==> src/rtl/pc_fetch_ctrl.sv <==
// Front-end fetch controller: owns the PC, issues one instruction-memory request
// at a time and hands fetched words to decode over a valid/ready handshake.
module pc_fetch_ctrl #(
  parameter int                XLEN         = 32,
  parameter logic [XLEN-1:0]   RESET_VECTOR = '0,
  parameter int                BOOT_DELAY   = 2
) (
  input  logic            clk,
  input  logic            rst,
  input  logic            stall_i,
  input  logic            redirect_valid_i,
  input  logic [XLEN-1:0] redirect_pc_i,
  output logic            imem_req_o,
  output logic [XLEN-1:0] imem_addr_o,
  input  logic            imem_gnt_i,
  input  logic            imem_rvalid_i,
  input  logic [XLEN-1:0] imem_rdata_i,
  output logic            if_valid_o,
  output logic [XLEN-1:0] if_pc_o,
  output logic [XLEN-1:0] if_instr_o,
  input  logic            if_ready_i,
  output logic [XLEN-1:0] pc_o
);

  localparam int CNT_W = (BOOT_DELAY < 2) ? 1 : $clog2(BOOT_DELAY + 1);

  typedef enum logic [1:0] {
    S_BOOT = 2'd0,
    S_REQ  = 2'd1,
    S_WAIT = 2'd2,
    S_HOLD = 2'd3
  } state_t;

  state_t            r_state, w_state_nxt;
  logic [XLEN-1:0]   r_pc, w_pc_nxt;
  logic [XLEN-1:0]   r_req_pc, w_req_pc_nxt;
  logic [CNT_W-1:0]  r_cnt, w_cnt_nxt;
  logic              r_kill, w_kill_nxt;
  logic              r_if_valid, w_if_valid_nxt;
  logic [XLEN-1:0]   r_if_pc, w_if_pc_nxt;
  logic [XLEN-1:0]   r_if_instr, w_if_instr_nxt;
  logic              w_req;
  logic [XLEN-1:0]   w_tgt;
  logic              w_unused;

  assign w_tgt    = {redirect_pc_i[XLEN-1:2], 2'b00};
  assign w_unused = ^redirect_pc_i[1:0];

  always_ff @(posedge clk or posedge rst) begin
    if (rst) begin
      r_state    <= S_BOOT;
      r_pc       <= RESET_VECTOR;
      r_req_pc   <= '0;
      r_cnt      <= CNT_W'(BOOT_DELAY);
      r_kill     <= 1'b0;
      r_if_valid <= 1'b0;
      r_if_pc    <= '0;
      r_if_instr <= '0;
    end else begin
      r_state    <= w_state_nxt;
      r_pc       <= w_pc_nxt;
      r_req_pc   <= w_req_pc_nxt;
      r_cnt      <= w_cnt_nxt;
      r_kill     <= w_kill_nxt;
      r_if_valid <= w_if_valid_nxt;
      r_if_pc    <= w_if_pc_nxt;
      r_if_instr <= w_if_instr_nxt;
    end
  end

  always_comb begin
    w_state_nxt    = r_state;
    w_pc_nxt       = r_pc;
    w_req_pc_nxt   = r_req_pc;
    w_cnt_nxt      = r_cnt;
    w_kill_nxt     = r_kill;
    w_if_valid_nxt = r_if_valid;
    w_if_pc_nxt    = r_if_pc;
    w_if_instr_nxt = r_if_instr;
    w_req          = 1'b0;
    case (r_state)
      S_BOOT: begin
        if (redirect_valid_i) w_pc_nxt = w_tgt;
        if (r_cnt != '0) w_cnt_nxt = r_cnt - CNT_W'(1);
        // Leave on the edge that ends the last idle cycle, so BOOT_DELAY=2
        // gives exactly two idle cycles before the first request.
        if (r_cnt <= CNT_W'(1)) w_state_nxt = S_REQ;
      end
      S_REQ: begin
        w_req = ~stall_i & ~redirect_valid_i;
        if (redirect_valid_i) begin
          w_pc_nxt = w_tgt;
        end else if (w_req && imem_gnt_i) begin
          w_req_pc_nxt = r_pc;
          w_pc_nxt     = r_pc + XLEN'(4);
          w_state_nxt  = S_WAIT;
        end
      end
      S_WAIT: begin
        if (imem_rvalid_i) begin
          if (r_kill || redirect_valid_i) begin
            w_kill_nxt  = 1'b0;
            if (redirect_valid_i) w_pc_nxt = w_tgt;
            w_state_nxt = S_REQ;
          end else begin
            w_if_valid_nxt = 1'b1;
            w_if_pc_nxt    = r_req_pc;
            w_if_instr_nxt = imem_rdata_i;
            w_state_nxt    = S_HOLD;
          end
        end else if (redirect_valid_i) begin
          w_pc_nxt   = w_tgt;
          w_kill_nxt = 1'b1;
        end
      end
      S_HOLD: begin
        if (redirect_valid_i) begin
          w_if_valid_nxt = 1'b0;
          w_pc_nxt       = w_tgt;
          w_state_nxt    = S_REQ;
        end else if (if_ready_i) begin
          w_if_valid_nxt = 1'b0;
          w_state_nxt    = S_REQ;
        end
      end
      default: w_state_nxt = S_BOOT;
    endcase
  end

  assign imem_req_o  = w_req;
  assign imem_addr_o = r_pc;
  assign pc_o        = r_pc;
  assign if_valid_o  = r_if_valid;
  assign if_pc_o     = r_if_pc;
  assign if_instr_o  = r_if_instr;

endmodule
==> config.mk <==
export PLATFORM = sky130hd
export DESIGN_NAME = pc_fetch_ctrl
export DESIGN_NICKNAME = d
export VERILOG_FILES = /design/src/rtl/pc_fetch_ctrl.sv
export SDC_FILE = /design/constraint.sdc
export NUM_CORES = 1
export LEC_CHECK = 0
export CAP_MARGIN = 10
export CORE_MARGIN = 4
export CORE_UTILIZATION = 46
export DETAILED_ROUTE_END_ITERATION = 16
export GPL_ROUTABILITY_DRIVEN = 0
export PLACE_DENSITY = 0.91
export SETUP_SLACK_MARGIN = 0.3
export SYNTH_ARGS = -nofsm -noshare
export SYNTH_HDL_FRONTEND = slang
export SYNTH_SLANG_ARGS = --single-unit
==> constraint.sdc <==
create_clock -name clk -period 5.68 [get_ports clk]
set_input_delay 1.136 -clock clk [delete_from_list [all_inputs] [get_ports clk]]
set_output_delay 1.136 -clock clk [all_outputs]
set_load 0.01 [all_outputs]
==> results of run 1 <==
[stage by stage]
step	hold slack, ns	cell area, sq um	std cells
after floorplan	0.466	6000	515
after global placement	0.478	7830	820
after detailed placement	0.482	7830	820
after CTS	0.490	8470	852
after global routing	0.512	8470	852
final	0.489	8470	852
[layer usage]
layer / part of all wire / wire, um / vias to the layer above / global-route usage
li1: - / - / 2128 / -
met1: 0.37 / 5960 / 2314 / 0.246
met2: 0.53 / 8500 / 212 / 0.381
met3: 0.067 / 1070 / 47 / 0.0478
met4: 0.033 / 525 / 0 / 0.115
met5: 0 / 0 / - / 0
[worst min-delay path: stages (launching register included)]
cell and delay [ns]:
dfstp_2 0.37, nand2_1 0.04, o21ai_0 0.07
[cells in the mapped netlist (all sizes together), types with 3 or more instances]
master   count
dfrtp      127
mux2        92
buf         42
nand2       31
a21oi       28
clkbuf      21
nor2        18
o21ai       18
nand3       15
inv         13
nor3        12
ha           8
nand4        8
and4         6
o22ai        6
a2bb2oi      5
a31oi        5
o22a         5
a32oi        4
nor4         4
o311ai       4
o32ai        4
and3         3
o31ai        3
[flip-flops by register name (all words and copies together), names as in the netlist]
register,flops
r_cnt,2
r_kill,1
if_pc_o,30
imem_addr_o,30
if_instr_o,32
r_state,2
r_req_pc,30
if_valid_o,1
[cell families (layout without fill, tap and decap cells)]
kind of cell	count (synthesis)	in the layout	share of synthesized area
XOR/XNOR	1	1	0.00146
AND/OR/NAND/NOR	110	110	0.0970
AO/OA/AOI/OAI	93	93	0.102
adder cells (fa/ha/maj)	8	8	0.0167
multiplexers	93	93	0.175
other	1	6	0.000626
flip-flops	128	128	0.535
buffers and inverters	76	241	0.0719
[path summary, 6_finish.rpt]
path,from,end,slack [ns],cells after the start
max in group asynchronous,rst,if_instr_o[21]$_DFFE_PP0P_,3.51,3
hold reg to reg,r_cnt[1]$_DFFE_PP1P_,r_cnt[1]$_DFFE_PP1P_,0.49,2
setup / recovery,redirect_valid_i,imem_req_o,1.69,3
min in group asynchronous,rst,if_pc_o[18]$_DFFE_PP0P_,1.14,2
hold / removal,r_cnt[1]$_DFFE_PP1P_,r_cnt[1]$_DFFE_PP1P_,0.49,2
setup reg to reg,r_state[0]$_DFFE_PP0P_,imem_addr_o[10]$_DFFE_PP0P_,2.84,7
[final cells by class]
class	count	area (sq um)
clock inverters	9	154
well taps	172	215
flip-flops and latches	128	3200
fillers	918	4200
multi-input cells	311	2400
inverters	13	51.3
clock buffers	23	488
repair buffers	196	1950
[where the power goes]
group	total (mW)	leakage, nW	switching (mW)	internal (mW)
sequential	1.70	1.61	0.385	1.32
clock	1.16	0.309	0.384	0.780
combinational	1.89	1.68	0.794	1.09
==> run summary, run 1 <==
===============================================================================================
Antenna violations before repair                                                              0
Core Util, Final                                                                          0.668
Class of the tightest hold or removal check                                        flip-flop to flip-flop
Cell type contributing the most total cell area after synthesis                         dfrtp_1
Max VDD drop                                                                           0.211 mV
Critical Path Fanout Max                                                                     20
Total power draw                                                                        4.76 mW
Die Span Y                                                                               122 um
Number of instances resized during post-cts repair                                            0
Number of endpoints with negative hold slack in the final report                              0
Clock input transition at the sequential cells of the worst setup and hold paths        0.05 ns
Antenna diode count                                                                           0
Area overhead of the layout relative to synthesis                                         41.5%
Sum Neg Setup Slack                                                                        0 ns
Commonest non-fill, non-tap cells in the layout                                    clkdlybuf4s50_1, dfrtp_1, mux2_2
Std cell rows                                                                                41
Initial Util                                                                              0.472
Count of vias placed by the detailed router                                                4701
Number of buffers inserted by post-CTS setup repair                                           0
Num CTS Buffers                                                                              17
Placeable Area                                                                      12700 sq um
Yosys warns                                                                                   0
Slowest library cell on the worst path                                             clkdlybuf4s50_1
Wire length of the first global-routing pass                                           25100 um
Final slew viol count                                                                         0
Share of the clock period used by the worst path                                          0.703
Power per unit of standard cell area                                                561 nW/um^2
Cell family with the largest share of critical-path delay                          buffers and inverters
Worst Slack Setup Final                                                                 1.69 ns
WL per Instance                                                                         18.9 um
Count of TritonRoute iterations in the first routing pass                                     6
Post-synth ARST share                                                                      1.00
Launching element type of the critical path                                        primary input
RSZ-0062 raised after global routing                                                         no
Layout Skew                                                                          0.00839 ns
Detailed Route WL                                                                      16100 um
Endpoint class of the critical path                                                primary output
Post-synth EDFFs                                                                              0
CTS tree                                                                                   done
Slew at the pin with the worst max-slew slack                                           1.19 ns
Outcome                                                                            finished, final reports clean
Avg Vias per Cell                                                                          5.52
Post-route ant nets                                                                           0
Number of buffers inserted for hold repair after clock tree synthesis                         0
Number of distinct library cells after synthesis                                             53
Max-cap violation count                                                                       0
Worst relative slew slack                                                                 0.209
Post-detail-place hpwl                                                                 11300 um
Leakage dissipation                                                                     3.60 nW
Pre-CTS setup slack                                                                     1.47 ns
Largest net degree at the start of global routing                                            48
Floorplan die area                                                                  14900 sq um
Total global-route track usage                                                            0.217
First-iteration detailed-routing DRC count                                                  448
Share of post-route cells with drive strength above 1                                     0.199
Total global routing overflow                                                                 0
Clock latency on the worst-skew pair                                                    0.41 ns
Portion of the post-synthesis area used by sequential elements                            0.535
Sink Count                                                                                  128
Horizontal extent of the die                                                             122 um
Dominant cells by area after synthesis                                             dfrtp_1, mux2_2, buf_4
Prevailing post-synth register cell                                                     dfrtp_1
Worst path cell trace                                                              clkdlybuf4s50_1 > nor3_1 > clkdlybuf4s50_1
Area fraction of the dominant cell type after synthesis                                   0.531
Crit Path Category                                                                 primary input to primary output
Crit-path most repeated cell                                                       clkdlybuf4s50_1
Maximum clock rate                                                                    0.250 GHz
CTS Root Buffer Type                                                                  clkbuf_16
Final period demand of the worst path                                                   3.99 ns
Per-instance average area after synthesis                                            11.7 sq um
Required time of the critical path                                                      4.54 ns
Final-stage net count                                                                       746
H-Tree Depth                                                                                  4
Most common cell after layout, fill and taps aside                                 clkdlybuf4s50_1
Highest cell delay on the worst timing path                                             0.80 ns
IO Count                                                                                    201
Worst endpoint data arrival time                                                        2.86 ns
Port Buffer Count                                                                           192
Seq cells post-synth                                                                        128
Post-synthesis instance area                                                         5990 sq um
DRC viols                                                                                     0
Vias in the first global route                                                             4976
Final setup vio count                                                                         0
CP bufs+invs                                                                                  2
Cell count after synthesis                                                                  510
CTS Buffer Depth                                                                              2
===============================================================================================
(Power assumes the default switching activity.)
==> run 2, diff against run 1 <==
- CORE_UTILIZATION: 46 -> 42
- PLACE_DENSITY: 0.91 -> 0.87
- clock period: 5.68 -> 3.55 ns (I/O delays scaled with it)
==> run 2 against run 1 <==
Against the previous run:
- flip-flop and latch count is the same
- combinational power grew 62%
- sequential share of layout area shrank 0.38 points
- wire length shrank 0.47%
- cell area grew 1.0%
- register-to-register slack lost 1.7 ns
- count of clock-buffer cells in the layout is the same
- critical path type is now flip-flop to primary output
- largest cell class unchanged
- highest routed layer unchanged
==> run summary, run 2 (same netlist as run 1, synthesis figures left out) <==
===============================================================================================
Outcome                                                                            finished, final reports clean
Depth of the worst hold-timing path                                                           1
Flip-flop count of the largest register after layout                                         32
Count of TritonRoute iterations in the first routing pass                                     5
Total power draw                                                                        7.54 mW
Total global routing overflow                                                                 0
Cell area after layout                                                               8560 sq um
Required time of the critical path                                                      2.84 ns
Sink Count                                                                                  128
Share of post-route cells with drive strength above 1                                     0.210
First-iteration detailed-routing DRC count                                                  294
Num CTS Buffers                                                                              17
Avg Vias per Cell                                                                          5.38
Share of the clock period used by the worst path                                          0.789
Floorplan die area                                                                  16200 sq um
Number of cells on the worst reg-to-reg path                                                  8
Final slew viol count                                                                         0
Class of the tightest hold or removal check                                        flip-flop to flip-flop
Fillers                                                                                    1065
Max-cap violation count                                                                       0
CTS Buffer Depth                                                                              2
Crit Path Category                                                                 flip-flop to primary output
Sum Neg Setup Slack                                                                        0 ns
Final setup vio count                                                                         0
Antenna violations before repair                                                              0
Total global-route track usage                                                            0.200
RSZ-0062 raised after global routing                                                         no
CTS tree                                                                                   done
Final period demand of the worst path                                                   2.80 ns
Detailed Route WL                                                                      16000 um
Power per unit of standard cell area                                                881 nW/um^2
Post-route ant nets                                                                           0
Endpoint class of the critical path                                                primary output
Initial Util                                                                              0.430
Slew at the pin with the worst max-slew slack                                          0.642 ns
Worst Slack Setup Final                                                                0.748 ns
Std cell rows                                                                                43
Number of buffers inserted for hold repair after clock tree synthesis                         0
Antenna diode count                                                                           0
Reg-to-Reg Start                                                                   r_state[0]$_DFFE_PP0P_
Post-detail-place hpwl                                                                 11900 um
Most common cell after layout, fill and taps aside                                 clkdlybuf4s50_1
WL per Instance                                                                         18.4 um
Number of instances resized during post-cts repair                                            0
Critical Path Fanout Max                                                                      6
Minimum setup slack among reg-to-reg paths                                              1.18 ns
Die Span Y                                                                               127 um
Number of endpoints with negative hold slack in the final report                              0
Worst relative slew slack                                                                 0.572
Largest net degree at the start of global routing                                            45
H-Tree Depth                                                                                  4
Layout Skew                                                                          0.00854 ns
Worst Min Path Start                                                               r_req_pc[20]$_DFFE_PP0P_
Clock input transition at the sequential cells of the worst setup and hold paths        0.05 ns
Launching element type of the critical path                                           flip-flop
Placeable Area                                                                      13900 sq um
Number of buffers inserted by post-CTS setup repair                                           0
Leakage dissipation                                                                     3.64 nW
Maximum clock rate                                                                    0.357 GHz
Start point of the critical path                                                   r_state[1]$_DFFE_PP0P_
Pre-CTS setup slack                                                                    0.694 ns
Max VDD drop                                                                           0.443 mV
Endpoint of the worst-slack reg-to-reg timing path                                 imem_addr_o[5]$_DFFE_PP0P_
Count of vias placed by the detailed router                                                4688
IO Count                                                                                    201
Multi-input gate area in the final layout                                            2400 sq um
Vias in the first global route                                                             4847
Commonest non-fill, non-tap cells in the layout                                    clkdlybuf4s50_1, dfrtp_1, mux2_2
Wire length of the first global-routing pass                                           25500 um
Horizontal extent of the die                                                             127 um
Final-stage net count                                                                       757
DRC viols                                                                                     0
Area overhead of the layout relative to synthesis                                         42.9%
Combined flip-flop and latch cell area                                               3200 sq um
Worst endpoint data arrival time                                                        2.09 ns
Port Buffer Count                                                                           192
CTS Root Buffer Type                                                                  clkbuf_16
Clock latency on the worst-skew pair                                                    0.42 ns
Post-DP Area                                                                         7950 sq um
Hold worst-path end                                                                if_pc_o[20]$_DFFE_PP0P_
===============================================================================================
-- run 2: worst max-delay path by stage --
stage,end,slack [ns]
after floorplan,if_instr_o[0]$_DFFE_PP0P_,1.26
after global placement,imem_addr_o[8]$_DFFE_PP0P_,0.78
after detailed placement,imem_addr_o[8]$_DFFE_PP0P_,0.69
after CTS,imem_req_o,0.75
after global routing,imem_req_o,0.63
final,imem_req_o,0.75
-- run 2: routing by layer --
layer / GRT usage / up-vias / part of all wire / wire (um)
li1: - / 2149 / - / -
met4: 0.0946 / 0 / 0.031 / 493
met5: 0 / - / 0 / 0
met1: 0.237 / 2321 / 0.39 / 6190
met3: 0.0640 / 36 / 0.072 / 1150
met2: 0.331 / 182 / 0.51 / 8150
-- run 2: cell type report --
class,count,area share
Inverter,13,0.00614
Tap cell,180,0.0263
Sequential cell,128,0.375
Timing Repair Buffer,207,0.241
Clock inverter,9,0.0154
Clock buffer,23,0.0559
Multi-Input combinational cell,311,0.281
-- run 2: critical path, stage by stage, from the launching register on --
cell	delay (ns)
dfrtp_1	0.40
inv_1	0.13
ha_1	0.28
inv_1	0.12
nor3_1	0.17
clkdlybuf4s50_1	0.58
-- run 2: power by group --
| group | switching (mW) | leakage, nW | total, mW | internal (mW) |
|---|---|---|---|---|
| combinational | 1.28 | 1.74 | 3.06 | 1.78 |
| clock | 0.614 | 0.289 | 1.77 | 1.16 |
| sequential | 0.595 | 1.61 | 2.71 | 2.11 |
| total | 2.49 | 3.64 | 7.54 | 5.05 |
-- run 2: per-stage QoR --
step	utilization	instances	hold WS, ns
2_1_floorplan	-	515	0.466
3_3_place_gp	0.570	839	0.484
3_5_place_dp	0.570	839	0.489
4_1_cts	0.614	871	0.498
5_1_grt	0.614	871	0.516
6_report	0.614	871	0.498
==> run 3, diff against run 2 <==
- CORE_UTILIZATION: 42 -> 46
- PLACE_DENSITY: 0.87 -> 0.91
- clock period: 3.55 -> 2.9 ns (I/O delays scaled with it)
==> run 3 against run 2 <==
Against the previous run:
- utilization is 6.1 points higher
- register-to-register slack worse by 0.64 ns
- setup slack worse by 0.20 ns
- global-route usage is 2.5 points higher
- cell count is 0.92% lower
- clock power is 25% higher
- first-iteration DRC count is 34% higher
- critical path depth is 2 higher
- sequential share of layout area hardly changed
- critical path type is now flip-flop to flip-flop
- largest power group unchanged
==> run summary, run 3 (same netlist as run 1, synthesis figures left out) <==
===============================================================================================
Worst endpoint data arrival time                                                        2.64 ns
Wire length of the first global-routing pass                                           26200 um
Outcome                                                                            finished, final reports clean
Maximum clock rate                                                                    0.425 GHz
Max VDD drop                                                                           0.635 mV
Multi-input gate area in the final layout                                            2410 sq um
Vias in the first global route                                                             5032
Leakage dissipation                                                                     3.66 nW
Sink Count                                                                                  128
Fillers                                                                                     937
IO Count                                                                                    201
Number of buffers inserted for hold repair after clock tree synthesis                         0
Worst Min Path Start                                                               if_instr_o[26]$_DFFE_PP0P_
Final period demand of the worst path                                                   2.36 ns
Slew at the pin with the worst max-slew slack                                          0.967 ns
CTS Buffer Depth                                                                              2
Clock latency on the worst-skew pair                                                    0.41 ns
Crit-path most repeated cell                                                            o21ai_0
Std cell rows                                                                                41
Cell area after layout                                                               8550 sq um
Floorplan die area                                                                  14900 sq um
Num CTS Buffers                                                                              17
Worst relative slew slack                                                                 0.356
Count of TritonRoute iterations in the first routing pass                                     5
RSZ-0062 raised after global routing                                                         no
Area overhead of the layout relative to synthesis                                         42.9%
Post-DP Area                                                                         7920 sq um
Final setup vio count                                                                         0
Sum Neg Setup Slack                                                                        0 ns
First-iteration detailed-routing DRC count                                                  395
Horizontal extent of the die                                                             122 um
Total global routing overflow                                                                 0
Detailed Route WL                                                                      16400 um
H-Tree Depth                                                                                  4
Final-stage net count                                                                       757
Placeable Area                                                                      12700 sq um
Share of post-route cells with drive strength above 1                                     0.216
Flip-flop count of the largest register after layout                                         32
Post-detail-place hpwl                                                                 11900 um
Total power draw                                                                        9.32 mW
Avg Vias per Cell                                                                          5.60
Total global-route track usage                                                            0.225
Reg-to-Reg Start                                                                   r_state[1]$_DFFE_PP0P_
Clock input transition at the sequential cells of the worst setup and hold paths        0.05 ns
Worst Slack Setup Final                                                                0.545 ns
Crit Path Category                                                                 flip-flop to flip-flop
Worst path cell trace                                                              inv_1 > ha_1 > nor2b_1 > o31a_1 > o21ai_0 > nand2_1 > o21ai_0
Antenna diode count                                                                           0
Required time of the critical path                                                      3.18 ns
Post-route ant nets                                                                           0
CTS tree                                                                                   done
Share of the clock period used by the worst path                                          0.812
Final slew viol count                                                                         0
Most common cell after layout, fill and taps aside                                 clkdlybuf4s50_1
Port Buffer Count                                                                           192
Pre-CTS setup slack                                                                    0.232 ns
Slowest library cell on the worst path                                                   o31a_1
Count of vias placed by the detailed router                                                4830
Critical Path Fanout Max                                                                     25
Number of endpoints with negative hold slack in the final report                              0
Layout Skew                                                                          0.00737 ns
Initial Util                                                                              0.472
Largest net degree at the start of global routing                                            60
WL per Instance                                                                         19.0 um
Launching element type of the critical path                                           flip-flop
Start point of the critical path                                                   r_state[1]$_DFFE_PP0P_
Highest cell delay on the worst timing path                                             0.80 ns
CTS Root Buffer Type                                                                  clkbuf_16
Class of the tightest hold or removal check                                        flip-flop to flip-flop
Commonest non-fill, non-tap cells in the layout                                    clkdlybuf4s50_1, dfrtp_1, mux2_2
Power per unit of standard cell area                                               1090 nW/um^2
DRC viols                                                                                     0
Combined flip-flop and latch cell area                                               3200 sq um
CP bufs+invs                                                                                  1
Die Span Y                                                                               122 um
Cell family with the largest share of critical-path delay                          compound AO/OA/AOI/OAI gates
Endpoint class of the critical path                                                   flip-flop
Antenna violations before repair                                                              0
Max-cap violation count                                                                       0
===============================================================================================
[run 3: cell count changes in the layout (fill, tap and decap cells not counted), moves of 2 or more]
cell and delta:
clkinvlp_4 -2, clkinv_2 +3, clkbuf_1 -3, clkbuf_8 +2
[run 3: area by class of cell]
cell class / count / area share
multi-input combinational: 311 / 0.282
timing repair buffer: 207 / 0.239
clock inverter: 10 / 0.0154
sequential: 128 / 0.375
inverter: 13 / 0.00615
clock buffer: 22 / 0.0578
tap: 172 / 0.0252
[run 3: routing by layer]
metal  part of all wire  track usage  vias up
met1               0.37        0.267     2423
met4              0.025       0.0826        0
li1                   -            -     2146
met5                  0            0        -
met2               0.53        0.393      226
met3              0.070       0.0585       35
[run 3: worst reg2reg max path, delay by kind of cell (launching register included)]
kind	cells	cell delay, ns
adders and majority gates	1	0.22
and+or+nand+nor	2	0.38
buffers and inverters	1	0.14
DFF	1	0.41
AOI/OAI and AO/OA	3	1.08
[run 3: through the flow]
stage                      util  hold WS (ns)  std cells
final                     0.675         0.500        863
after global routing      0.675         0.511        863
after CTS                 0.675         0.503        863
after detailed placement  0.625         0.492        831
after global placement    0.625         0.477        831
after floorplan               -         0.466        515
[run 3: path summary, 6_finish.rpt]
check	cells past startpoint	to	slack (ns)
setup / recovery	7	imem_addr_o[10]$_DFFE_PP0P_	0.54
hold / removal	1	if_instr_o[26]$_DFFE_PP0P_	0.50
setup reg to reg	7	imem_addr_o[10]$_DFFE_PP0P_	0.54
hold reg to reg	1	if_instr_o[26]$_DFFE_PP0P_	0.50
max in group asynchronous	3	if_instr_o[3]$_DFFE_PP0P_	1.61
min in group asynchronous	2	if_instr_o[21]$_DFFE_PP0P_	0.55
[run 3: where the power goes]
part	leakage [nW]	total, mW	switching [mW]	internal (mW)
clock	0.312	2.21	0.755	1.46
sequential	1.61	3.33	0.741	2.58
combinational	1.74	3.78	1.60	2.18
[run 3: what timing repair did]
item	CTS	global route
buffers inserted	0	0
setup endpoints to repair	1	0
resized for setup	2	0
hold endpoints to repair	0	0
